==> src/rtl/usb_crc_pkg.sv <==
// usb_crc_pkg: shared types, CRC presets and bit-level helpers for usb_crc_engine.
//   crc_state_t  : engine FSM encoding (IDLE / SHIFT)
//   CRC*_USB_*   : POLY/INIT/XOROUT/RESIDUE presets (normal form, zero-extended to 32 bits)
//   crc_step     : one-bit LFSR update, also used by the testbench reference model
//   crc_reflect  : bit-reverse the low w bits of a value
package usb_crc_pkg;

  typedef enum logic {IDLE = 1'b0, SHIFT = 1'b1} crc_state_t;

  localparam logic [31:0] CRC5_USB_POLY     = 32'h0000_0005;
  localparam logic [31:0] CRC5_USB_INIT     = 32'h0000_001F;
  localparam logic [31:0] CRC5_USB_XOROUT   = 32'h0000_001F;
  localparam logic [31:0] CRC5_USB_RESIDUE  = 32'h0000_0006;

  localparam logic [31:0] CRC16_USB_POLY    = 32'h0000_8005;
  localparam logic [31:0] CRC16_USB_INIT    = 32'h0000_FFFF;
  localparam logic [31:0] CRC16_USB_XOROUT  = 32'h0000_FFFF;
  localparam logic [31:0] CRC16_USB_RESIDUE = 32'h0000_B001;

  localparam logic [31:0] CRC32_POLY        = 32'h04C1_1DB7;
  localparam logic [31:0] CRC32_INIT        = 32'hFFFF_FFFF;
  localparam logic [31:0] CRC32_XOROUT      = 32'hFFFF_FFFF;
  localparam logic [31:0] CRC32_RESIDUE     = 32'hDEBB_20E3;

  // Register value lives in the low w bits; everything above is forced to zero.
  function automatic logic [31:0] crc_step(input logic [31:0] r, input logic b,
                                           input logic [31:0] poly, input int unsigned w);
    logic [31:0] mask;
    logic        fb;
    logic [31:0] n;
    mask = (w >= 32) ? '1 : ((32'd1 << w) - 32'd1);
    fb   = (((r >> (w - 1)) & 32'd1) != 32'd0) ^ b;
    n    = (r << 1) ^ (fb ? poly : '0);
    return n & mask;
  endfunction

  function automatic logic [31:0] crc_reflect(input logic [31:0] r, input int unsigned w);
    logic [31:0] o;
    o = '0;
    for (int unsigned i = 0; i < w; i++) begin
      if (((r >> i) & 32'd1) != 32'd0) o = o | (32'd1 << (w - 1 - i));
    end
    return o;
  endfunction

endpackage

==> src/rtl/usb_crc_engine_if.sv <==
// usb_crc_engine_if: word handshake and result bus of usb_crc_engine.
//   master (source/consumer side): drives start, in_valid, in_data, in_last;
//                                  observes in_ready, busy, crc_valid, crc_out, crc_ok
//   slave  (engine side)         : the mirror image
interface usb_crc_engine_if #(
  parameter int DATA_W = 8,
  parameter int CRC_W  = 16
);
  logic              start;
  logic              in_valid;
  logic              in_ready;
  logic [DATA_W-1:0] in_data;
  logic              in_last;
  logic              busy;
  logic              crc_valid;
  logic [CRC_W-1:0]  crc_out;
  logic              crc_ok;

  modport master (
    output start, in_valid, in_data, in_last,
    input  in_ready, busy, crc_valid, crc_out, crc_ok
  );

  modport slave (
    input  start, in_valid, in_data, in_last,
    output in_ready, busy, crc_valid, crc_out, crc_ok
  );
endinterface

==> src/rtl/usb_crc_slice.sv <==
// usb_crc_slice: combinational BITS_PER_CYC-bit update of a CRC_W-bit register.
//   crc_in   : current register value
//   bits     : slice to absorb, bits[0] is consumed first
//   crc_next : register after absorbing all slice bits
module usb_crc_slice
  import usb_crc_pkg::*;
#(
  parameter int          CRC_W        = 16,
  parameter logic [31:0] POLY         = 32'h0000_8005,
  parameter int          BITS_PER_CYC = 1
) (
  input  logic [CRC_W-1:0]        crc_in,
  input  logic [BITS_PER_CYC-1:0] bits,
  output logic [CRC_W-1:0]        crc_next
);

  localparam int unsigned CRC_WU = CRC_W;

  logic [31:0] acc;

  always_comb begin
    acc              = '0;
    acc[CRC_W-1:0]   = crc_in;
    for (int unsigned i = 0; i < BITS_PER_CYC; i++) begin
      acc = crc_step(acc, ((bits >> i) & BITS_PER_CYC'(1)) != '0, POLY, CRC_WU);
    end
    crc_next = acc[CRC_W-1:0];
  end

endmodule

==> src/rtl/usb_crc_engine.sv <==
// usb_crc_engine: parametrised handshaked CRC generator/checker (CRC5/CRC16/CRC32).
//   clk, rst : clock (rising edge), asynchronous active-high reset
//   bus      : usb_crc_engine_if slave -- start, in_valid/in_ready/in_data/in_last word
//              handshake, busy, and the crc_valid/crc_out/crc_ok result
// A word is latched on acceptance and absorbed BITS_PER_CYC bits per clock afterwards.
module usb_crc_engine
  import usb_crc_pkg::*;
#(
  parameter int          CRC_W        = 16,
  parameter logic [31:0] POLY         = 32'h0000_8005,
  parameter logic [31:0] INIT         = 32'h0000_FFFF,
  parameter logic [31:0] XOROUT       = 32'h0000_FFFF,
  parameter logic        REFLECT_IN   = 1'b1,
  parameter logic        REFLECT_OUT  = 1'b1,
  parameter logic [31:0] RESIDUE      = 32'h0000_B001,
  parameter int          DATA_W       = 8,
  parameter int          BITS_PER_CYC = 1
) (
  input logic         clk,
  input logic         rst,
  usb_crc_engine_if.slave bus
);

  localparam int unsigned SLICES = DATA_W / BITS_PER_CYC;
  localparam int unsigned CRC_WU = CRC_W;
  localparam int          CNT_W  = $clog2(SLICES + 1) + 1;
  localparam logic [CNT_W-1:0] CNT_LOAD = CNT_W'(SLICES);
  localparam logic [CNT_W-1:0] CNT_ONE  = CNT_W'(1);
  localparam logic [CNT_W-1:0] CNT_TWO  = CNT_W'(2);
  localparam logic [CRC_W-1:0] INIT_W    = INIT[CRC_W-1:0];
  localparam logic [CRC_W-1:0] XOROUT_W  = XOROUT[CRC_W-1:0];
  localparam logic [CRC_W-1:0] RESIDUE_W = RESIDUE[CRC_W-1:0];

  if ((DATA_W % BITS_PER_CYC) != 0) begin : g_bpc_check
    $error("usb_crc_engine: BITS_PER_CYC must divide DATA_W");
  end
  if (CRC_W < 5 || CRC_W > 32) begin : g_width_check
    $error("usb_crc_engine: CRC_W must be within 5..32");
  end

  crc_state_t              state, state_next;
  logic [CRC_W-1:0]        crc_reg, crc_next, crc_refl;
  logic [DATA_W-1:0]       shreg, shreg_next;
  logic [BITS_PER_CYC-1:0] slice_bits;
  logic [CNT_W-1:0]        cnt;
  logic                    last_q, accept, absorb;

  assign accept = bus.in_valid && bus.in_ready;
  // A slice is absorbed whenever slices remain; the final one overlaps an IDLE cycle
  // so the next word can be accepted on the same edge (one word per SLICES clocks).
  assign absorb = (cnt != '0) && !bus.start;

  always_comb begin
    slice_bits = '0;
    shreg_next = shreg;
    if (REFLECT_IN) begin
      slice_bits = shreg[BITS_PER_CYC-1:0];
      shreg_next = shreg >> BITS_PER_CYC;
    end else begin
      slice_bits = {<<{shreg[DATA_W-1 -: BITS_PER_CYC]}};
      shreg_next = shreg << BITS_PER_CYC;
    end
  end

  usb_crc_slice #(
    .CRC_W       (CRC_W),
    .POLY        (POLY),
    .BITS_PER_CYC(BITS_PER_CYC)
  ) u_slice (
    .crc_in  (crc_reg),
    .bits    (slice_bits),
    .crc_next(crc_next)
  );

  assign crc_refl = REFLECT_OUT ? CRC_W'(crc_reflect(32'(crc_next), CRC_WU)) : crc_next;

  // State register
  always_ff @(posedge clk or posedge rst) begin
    if (rst) state <= IDLE;
    else     state <= state_next;
  end

  // Next-state logic
  always_comb begin
    state_next = state;
    if (accept)         state_next = (SLICES == 1) ? IDLE : SHIFT;
    else if (bus.start) state_next = IDLE;
    else if (absorb)    state_next = (cnt > CNT_TWO) ? SHIFT : IDLE;
  end

  // Outputs; start makes the engine ready at once so a word presented with it is taken
  always_comb begin
    bus.in_ready = (state == IDLE) || bus.start;
    bus.busy     = (state == SHIFT);
  end

  // Datapath, counter and result registers
  always_ff @(posedge clk or posedge rst) begin
    if (rst) begin
      crc_reg       <= INIT_W;
      cnt           <= '0;
      shreg         <= '0;
      last_q        <= 1'b0;
      bus.crc_valid <= 1'b0;
      bus.crc_out   <= '0;
      bus.crc_ok    <= 1'b0;
    end else begin
      bus.crc_valid <= 1'b0;
      if (bus.start) begin
        crc_reg <= INIT_W;
        cnt     <= '0;
      end else if (absorb) begin
        cnt   <= cnt - CNT_ONE;
        shreg <= shreg_next;
        if (cnt == CNT_ONE && last_q) begin
          crc_reg       <= INIT_W;
          bus.crc_out   <= crc_refl ^ XOROUT_W;
          bus.crc_ok    <= (crc_refl == RESIDUE_W);
          bus.crc_valid <= 1'b1;
        end else begin
          crc_reg <= crc_next;
        end
      end
      if (accept) begin
        shreg  <= bus.in_data;
        last_q <= bus.in_last;
        cnt    <= CNT_LOAD;
      end
    end
  end

endmodule
==> src/flat_wrapper.sv <==
// flat-port wrapper written by rule: the top's interface ports become plain ports
module usb_crc_engine_flat import usb_crc_pkg::*;
#(
  parameter int          CRC_W        = 16,
  parameter logic [31:0] POLY         = 32'h0000_8005,
  parameter logic [31:0] INIT         = 32'h0000_FFFF,
  parameter logic [31:0] XOROUT       = 32'h0000_FFFF,
  parameter logic        REFLECT_IN   = 1'b1,
  parameter logic        REFLECT_OUT  = 1'b1,
  parameter logic [31:0] RESIDUE      = 32'h0000_B001,
  parameter int          DATA_W       = 8,
  parameter int          BITS_PER_CYC = 1
)
  (clk, rst, bus_start, bus_in_valid, bus_in_data, bus_in_last, bus_in_ready, bus_busy, bus_crc_valid, bus_crc_out, bus_crc_ok);
  usb_crc_engine_if #(.DATA_W(DATA_W), .CRC_W(CRC_W)) bus_i ();
  input logic clk;
  input logic rst;
  input wire logic [$bits(bus_i.start)-1:0] bus_start;
  input wire logic [$bits(bus_i.in_valid)-1:0] bus_in_valid;
  input wire logic [$bits(bus_i.in_data)-1:0] bus_in_data;
  input wire logic [$bits(bus_i.in_last)-1:0] bus_in_last;
  output wire logic [$bits(bus_i.in_ready)-1:0] bus_in_ready;
  output wire logic [$bits(bus_i.busy)-1:0] bus_busy;
  output wire logic [$bits(bus_i.crc_valid)-1:0] bus_crc_valid;
  output wire logic [$bits(bus_i.crc_out)-1:0] bus_crc_out;
  output wire logic [$bits(bus_i.crc_ok)-1:0] bus_crc_ok;
  assign bus_i.start = bus_start;
  assign bus_i.in_valid = bus_in_valid;
  assign bus_i.in_data = bus_in_data;
  assign bus_i.in_last = bus_in_last;
  assign bus_in_ready = bus_i.in_ready;
  assign bus_busy = bus_i.busy;
  assign bus_crc_valid = bus_i.crc_valid;
  assign bus_crc_out = bus_i.crc_out;
  assign bus_crc_ok = bus_i.crc_ok;
  usb_crc_engine #(.CRC_W(CRC_W), .POLY(POLY), .INIT(INIT), .XOROUT(XOROUT), .REFLECT_IN(REFLECT_IN), .REFLECT_OUT(REFLECT_OUT), .RESIDUE(RESIDUE), .DATA_W(DATA_W), .BITS_PER_CYC(BITS_PER_CYC)) u_core (.clk(clk), .rst(rst), .bus(bus_i));
endmodule
==> config.mk <==
export PLATFORM = sky130hd
export DESIGN_NAME = usb_crc_engine_flat
export DESIGN_NICKNAME = d
export VERILOG_FILES = /design/src/rtl/usb_crc_pkg.sv /design/src/rtl/usb_crc_engine_if.sv /design/src/rtl/usb_crc_slice.sv /design/src/rtl/usb_crc_engine.sv /design/src/flat_wrapper.sv
export SDC_FILE = /design/constraint.sdc
export NUM_CORES = 1
export LEC_CHECK = 0
export ABC_AREA = 1
export BUFFER_PORTS_ARGS = -buffer_cell sky130_fd_sc_hd__buf_2
export CELL_PAD_IN_SITES_DETAIL_PLACEMENT = 1
export CELL_PAD_IN_SITES_GLOBAL_PLACEMENT = 2
export CORE_MARGIN = 3
export CORE_UTILIZATION = 35
export CTS_CLUSTER_DIAMETER = 200
export DETAILED_ROUTE_END_ITERATION = 10
export GPL_TIMING_DRIVEN = 0
export PLACE_DENSITY_LB_ADDON = 0.05
export SETUP_SLACK_MARGIN = 0.05
export SLEW_MARGIN = 0
export SYNTH_ARGS = -nofsm -noshare
export SYNTH_HDL_FRONTEND = slang
export SYNTH_SLANG_ARGS = --single-unit
==> constraint.sdc <==
create_clock -name clk -period 1.65 [get_ports clk]
set_input_delay 0.165 -clock clk [delete_from_list [all_inputs] [get_ports clk]]
set_output_delay 0.165 -clock clk [all_outputs]
set_load 0.03 [all_outputs]
Yosys cells after proc, flatten, opt, wreduce, memory -nomap -nowiden --
Index checks and enable logic that the tools add are counted.
Word-level totals: register bits after elaboration 49, bits in latches 0, memory bits (writable) 0, bits in read-only memories 0, input port bits 13, output and inout port bits 20, logic and storage cells 62, memories 0
Cells by class: add/subtract/negate cells 1, multipliers 0, div/mod/pow operators 0, order comparisons 1, equal/unequal tests 3, shift operators 0, multiplexer cells 33, bitwise operators 5, reduce and logical (&&, ||, !) cells 11
Operator list (count):
- $mux W16 | 5
- $mux W8 | 4
- $mux W5 | 4
- $eq A16 B16 Y1 const B | 1
- $not A16 Y16 | 1
- $xor A16 B16 Y16 | 1
- $mux W15 | 1
- $mux W14 | 1
- $mux W13 | 1
- $mux W12 | 1
- $mux W11 | 1
- $mux W10 | 1
- $mux W9 | 1
- $mux W1 | 8
- $mux W7 | 1
- $mux W6 | 1
- $eq A5 B1 Y1 const B | 1
- $gt A5 B2 Y1 const B | 1
- $reduce_bool A5 Y1 | 1
- $sub A5 B1 Y5 const B | 1
- $mux W4 | 1
- $reduce_bool A2 Y1 | 2
- $logic_and A1 B1 Y1 | 3
- $mux W3 | 1
- 9 further kinds | 10

Depth between registers and ports, before layout --
word-level depth 20, depth in mapped cells 10, gate-level depth less buffers 10

Hierarchy --
Synthesis repeated with hierarchy kept, for this count alone.
Second synthesis, totals: cells, all modules 324, area total of the unflattened synthesis 2568.7 µm²
By module, submodules not included:
- usb_crc_engine | times used 1, cells an instance 296, area an instance 2409.8 µm², seq. area each 1246.2 µm²
- usb_crc_slice | times used 1, cells an instance 28, area an instance 158.9 µm², seq. area each 0.0 µm²

Worst setup path after synthesis --
OpenSTA, ideal clock, no wires.
kind reg-to-reg, from register u_core.cnt[0], to register u_core.shreg[0], library setup time 0.119 ns, data arrival time 1.397 ns, path slack 0.134 ns, cell stages (with the launch flop) 10, period minus slack after synthesis 1.516 ns, cell sequence dfrtp_1 -> inv_1 -> ha_1 -> inv_1 -> nor2_2 -> nand2_4 -> nand2_2 -> nand2_1 -> buf_4 -> o21a_1
Between the ends: word-level cells in the longest chain between the ends 4
RTL lines:
- start, declared | RTL line usb_crc_engine.sv:45 | logic [CNT_W-1:0] cnt;
- start signal, assigned | RTL line usb_crc_engine.sv:113 | cnt <= cnt - CNT_ONE;
- $reduce_bool A5 Y1 | RTL line usb_crc_engine.sv:51 | assign absorb = (cnt != '0) && !bus.start;
- $logic_and A1 B1 Y1 | RTL line usb_crc_engine.sv:51
- $reduce_bool A2 Y1 (no source line)
- $reduce_and A2 Y1 (no source line)
- end signal, assigned | RTL line usb_crc_engine.sv:114 | shreg <= shreg_next;
- end signal, assigned | RTL line usb_crc_engine.sv:125 | shreg <= bus.in_data;
- end, declared | RTL line usb_crc_engine.sv:43 | logic [DATA_W-1:0] shreg, shreg_next;
No other way between the ends. A chain may end at the register's enable or synchronous reset.

Worst setup path in the final report --
from register u_core.cnt[1], to register u_core.shreg[0]
Same word-level chain as after synthesis.

==> impl_metrics.json <==
{
  "status": "complete, no violations",
  "hold_violations": 0,
  "drive_above_1_share": 0.349,
  "vias_per_cell": 4.67,
  "p_leak_nw": 1.42,
  "cts.clk_slew.worst_paths_ns": 0.09,
  "finalPower_mw": 4.34,
  "synth_area_mm2": 0.00221,
  "dieArea_mm2": 0.00731,
  "vias": 1678,
  "cts.path.max_buffers": 2,
  "drt-initial-drc-count": 70,
  "criticalPathCategory": "reg -> reg",
  "syn-instance-count": 231,
  "n_antenna_cell": 0,
  "area_growth_pct": 23.4,
  "grt_usage": 0.147,
  "yosysTopAreaCellShare": 0.374,
  "yosysWarnings": 0,
  "chipWidth_um": 85.5,
  "peakVddDrop_mv": 0.833,
  "skew_ns": 0.00778,
  "hold_class": "in -> reg",
  "synthArstFlopShare": 1.00,
  "startpoint_type": "flop",
  "port_buffers": 32,
  "critical_path.max_fanout": 5,
  "row_count": 28,
  "synth.largest_area_cell": "dfrtp_1",
  "h-tree-depth": 2,
  "rsz0062_at_grt": "yes",
  "cp_common_cell": "nand2_4",
  "fill_cells": 728,
  "cts.sinks": 49,
  "ys_types": 28,
  "setup_ws_ns": 0.140,
  "cp_cell_sequence": "inv_2 -> ha_1 -> inv_1 -> nor2_4 -> nand2_4 -> nand2_4 -> nand2_2 -> buf_6 -> o21a_1",
  "wl_per_cell_um": 13.9,
  "final_common_cell": "nand2_1",
  "arrival_ns": 1.71,
  "drv_slew": 0,
  "gp_routability_congestion": 0.701,
  "initial_utilization": 0.367,
  "maxCapViolations": 0,
  "multiInputGateArea_um2": 838,
  "final_cell_mix": "59 x nand2_1, 33 x dfrtp_1, 32 x buf_2",
  "powerDensity_mw_per_mm2": 1590,
  "fin_cells": 359,
  "cts_tree": "done",
  "dpl.hpwl_um": 3390,
  "register_area_mm2": 0.00125,
  "io_pins": 33,
  "cts_buffers": 5,
  "clkLatencyLatePin_ns": 0.30,
  "period_share": 0.915,
  "fmax_mhz": 662,
  "grt_max_degree": 41,
  "slew_headroom": 0.743,
  "ys.flop_type": "dfrtp_1",
  "cp.required_ns": 1.85,
  "coreArea_mm2": 0.00603,
  "grt_pass1_wl_um": 8480,
  "globalRouteOverflowTotal": 0,
  "ys_seq_elements": 49,
  "worst_pin_slew_ns": 0.384,
  "setup-violations-final": 0,
  "totalWireLength_um": 5000,
  "dp_cells": 339,
  "synth_edf_count": 0,
  "min_period_ns": 1.51,
  "grt_antenna_before_repair": 0,
  "syn_nets": 248,
  "synthTopCellsByArea": "dfrtp_1 37%, dfstp_2 19%, nand2_1 10%, a22oi_1 5.1%, inv_1 4.4%",
  "grt_pass1_vias": 1735,
  "crit_path_end_kind": "flop",
  "route.detailed.drc": 0,
  "cts_root_buf": "clkbuf_8",
  "ant_nets": 0,
  "synth.avg_cell_area_um2": 9.57,
  "die_y_um": 85.5,
  "pre_cts_ws_ns": -0.127,
  "dr.pass1.iters": 4,
  "ys_seq_area_frac": 0.564,
  "slowest_stage": "dfrtp_1",
  "cpPeakStageDelay_ns": 0.40,
  "fin_nets": 300
}
per-stage QoR:
step | hold WS [ns] | area, µm² | utilization | TNS (ns)
after floorplan | 0.229 | 2210 | - | 0
after global placement | 0.366 | 2460 | 0.409 | -15.32
after detailed placement | 0.106 | 2480 | 0.412 | -1.85
after CTS | 0.0403 | 2660 | 0.442 | 0
after global routing | 0.0684 | 2730 | 0.453 | 0
final | 0.0477 | 2730 | 0.453 | 0
metal layers:
layer | routed length, µm | GRT usage | vias up
li1 | - | - | 841
met1 | 2330 | 0.197 | 804
met2 | 2450 | 0.237 | 25
met3 | 156 | 0.0272 | 8
met4 | 73 | 0.0518 | 0
met5 | 0 | 0 | -
cell families after synthesis:
logic type,count (synthesis),synth area share
buffers and inverters,35,0.0685
adders and majority gates,4,0.0226
DFF,49,0.564
and+or+nand+nor,96,0.198
xor gates and xnor gates,5,0.0198
AOI/OAI and AO/OA,42,0.127
worst max-delay path, delay by kind of cell (launching register included):
family	cells	cell delay, ns
AND/OR/NAND/NOR	4	0.42
buffers and inverters	3	0.28
flip-flops	1	0.40
adder cells (fa/ha/maj)	1	0.15
AO/OA/AOI/OAI	1	0.16
report_power, final:
part / switching, mW / internal [mW]
Combinational: 1.10 / 0.675
Clock: 0.420 / 0.456
Sequential: 0.192 / 1.50
synthesized netlist by cell type, drive strengths merged, types with 2 or more instances:
| master | instances |
|---|---|
| a22oi | 15 |
| nand3 | 7 |
| dfrtp | 33 |
| nor3 | 2 |
| nor2 | 20 |
| xor2 | 3 |
| o21ai | 22 |
| dfstp | 16 |
| a21oi | 2 |
| nand2 | 66 |
| buf | 7 |
| xnor2 | 2 |
| ha | 4 |
| inv | 28 |
path summary, 6_finish.rpt:
check	start	end	slack [ns]	cells past startpoint
max in group asynchronous	rst	u_core.crc_reg[5]	0.77	4
setup / recovery	u_core.cnt[1]	u_core.shreg[0]	0.14	9
hold / removal	bus_in_last	u_core.last_q	0.05	3
setup reg to reg	u_core.cnt[1]	u_core.shreg[0]	0.14	9
min in group asynchronous	rst	u_core.cnt[1]	0.32	3
hold reg to reg	u_core.bus.crc_out[13]	u_core.bus.crc_out[13]	0.48	2
cell type report:
cell class,instances,area share
sequential,49,0.457
clock buffer,6,0.0266
inverter,28,0.0385
tap,75,0.0344
clock inverter,2,0.0142
buffer,7,0.0220
multi-input combinational,147,0.307
timing repair buffer,45,0.100
timing repair:
item	in CTS	in global routing
hold buffers	1	0
resized for setup	8	7
setup buffers	4	6
setup endpoints to repair	35	34
pin swaps	1	4
cloned	0	1
endpoints found under the hold margin	9	0
No activity file was read; power rests on OpenSTA's default activity.
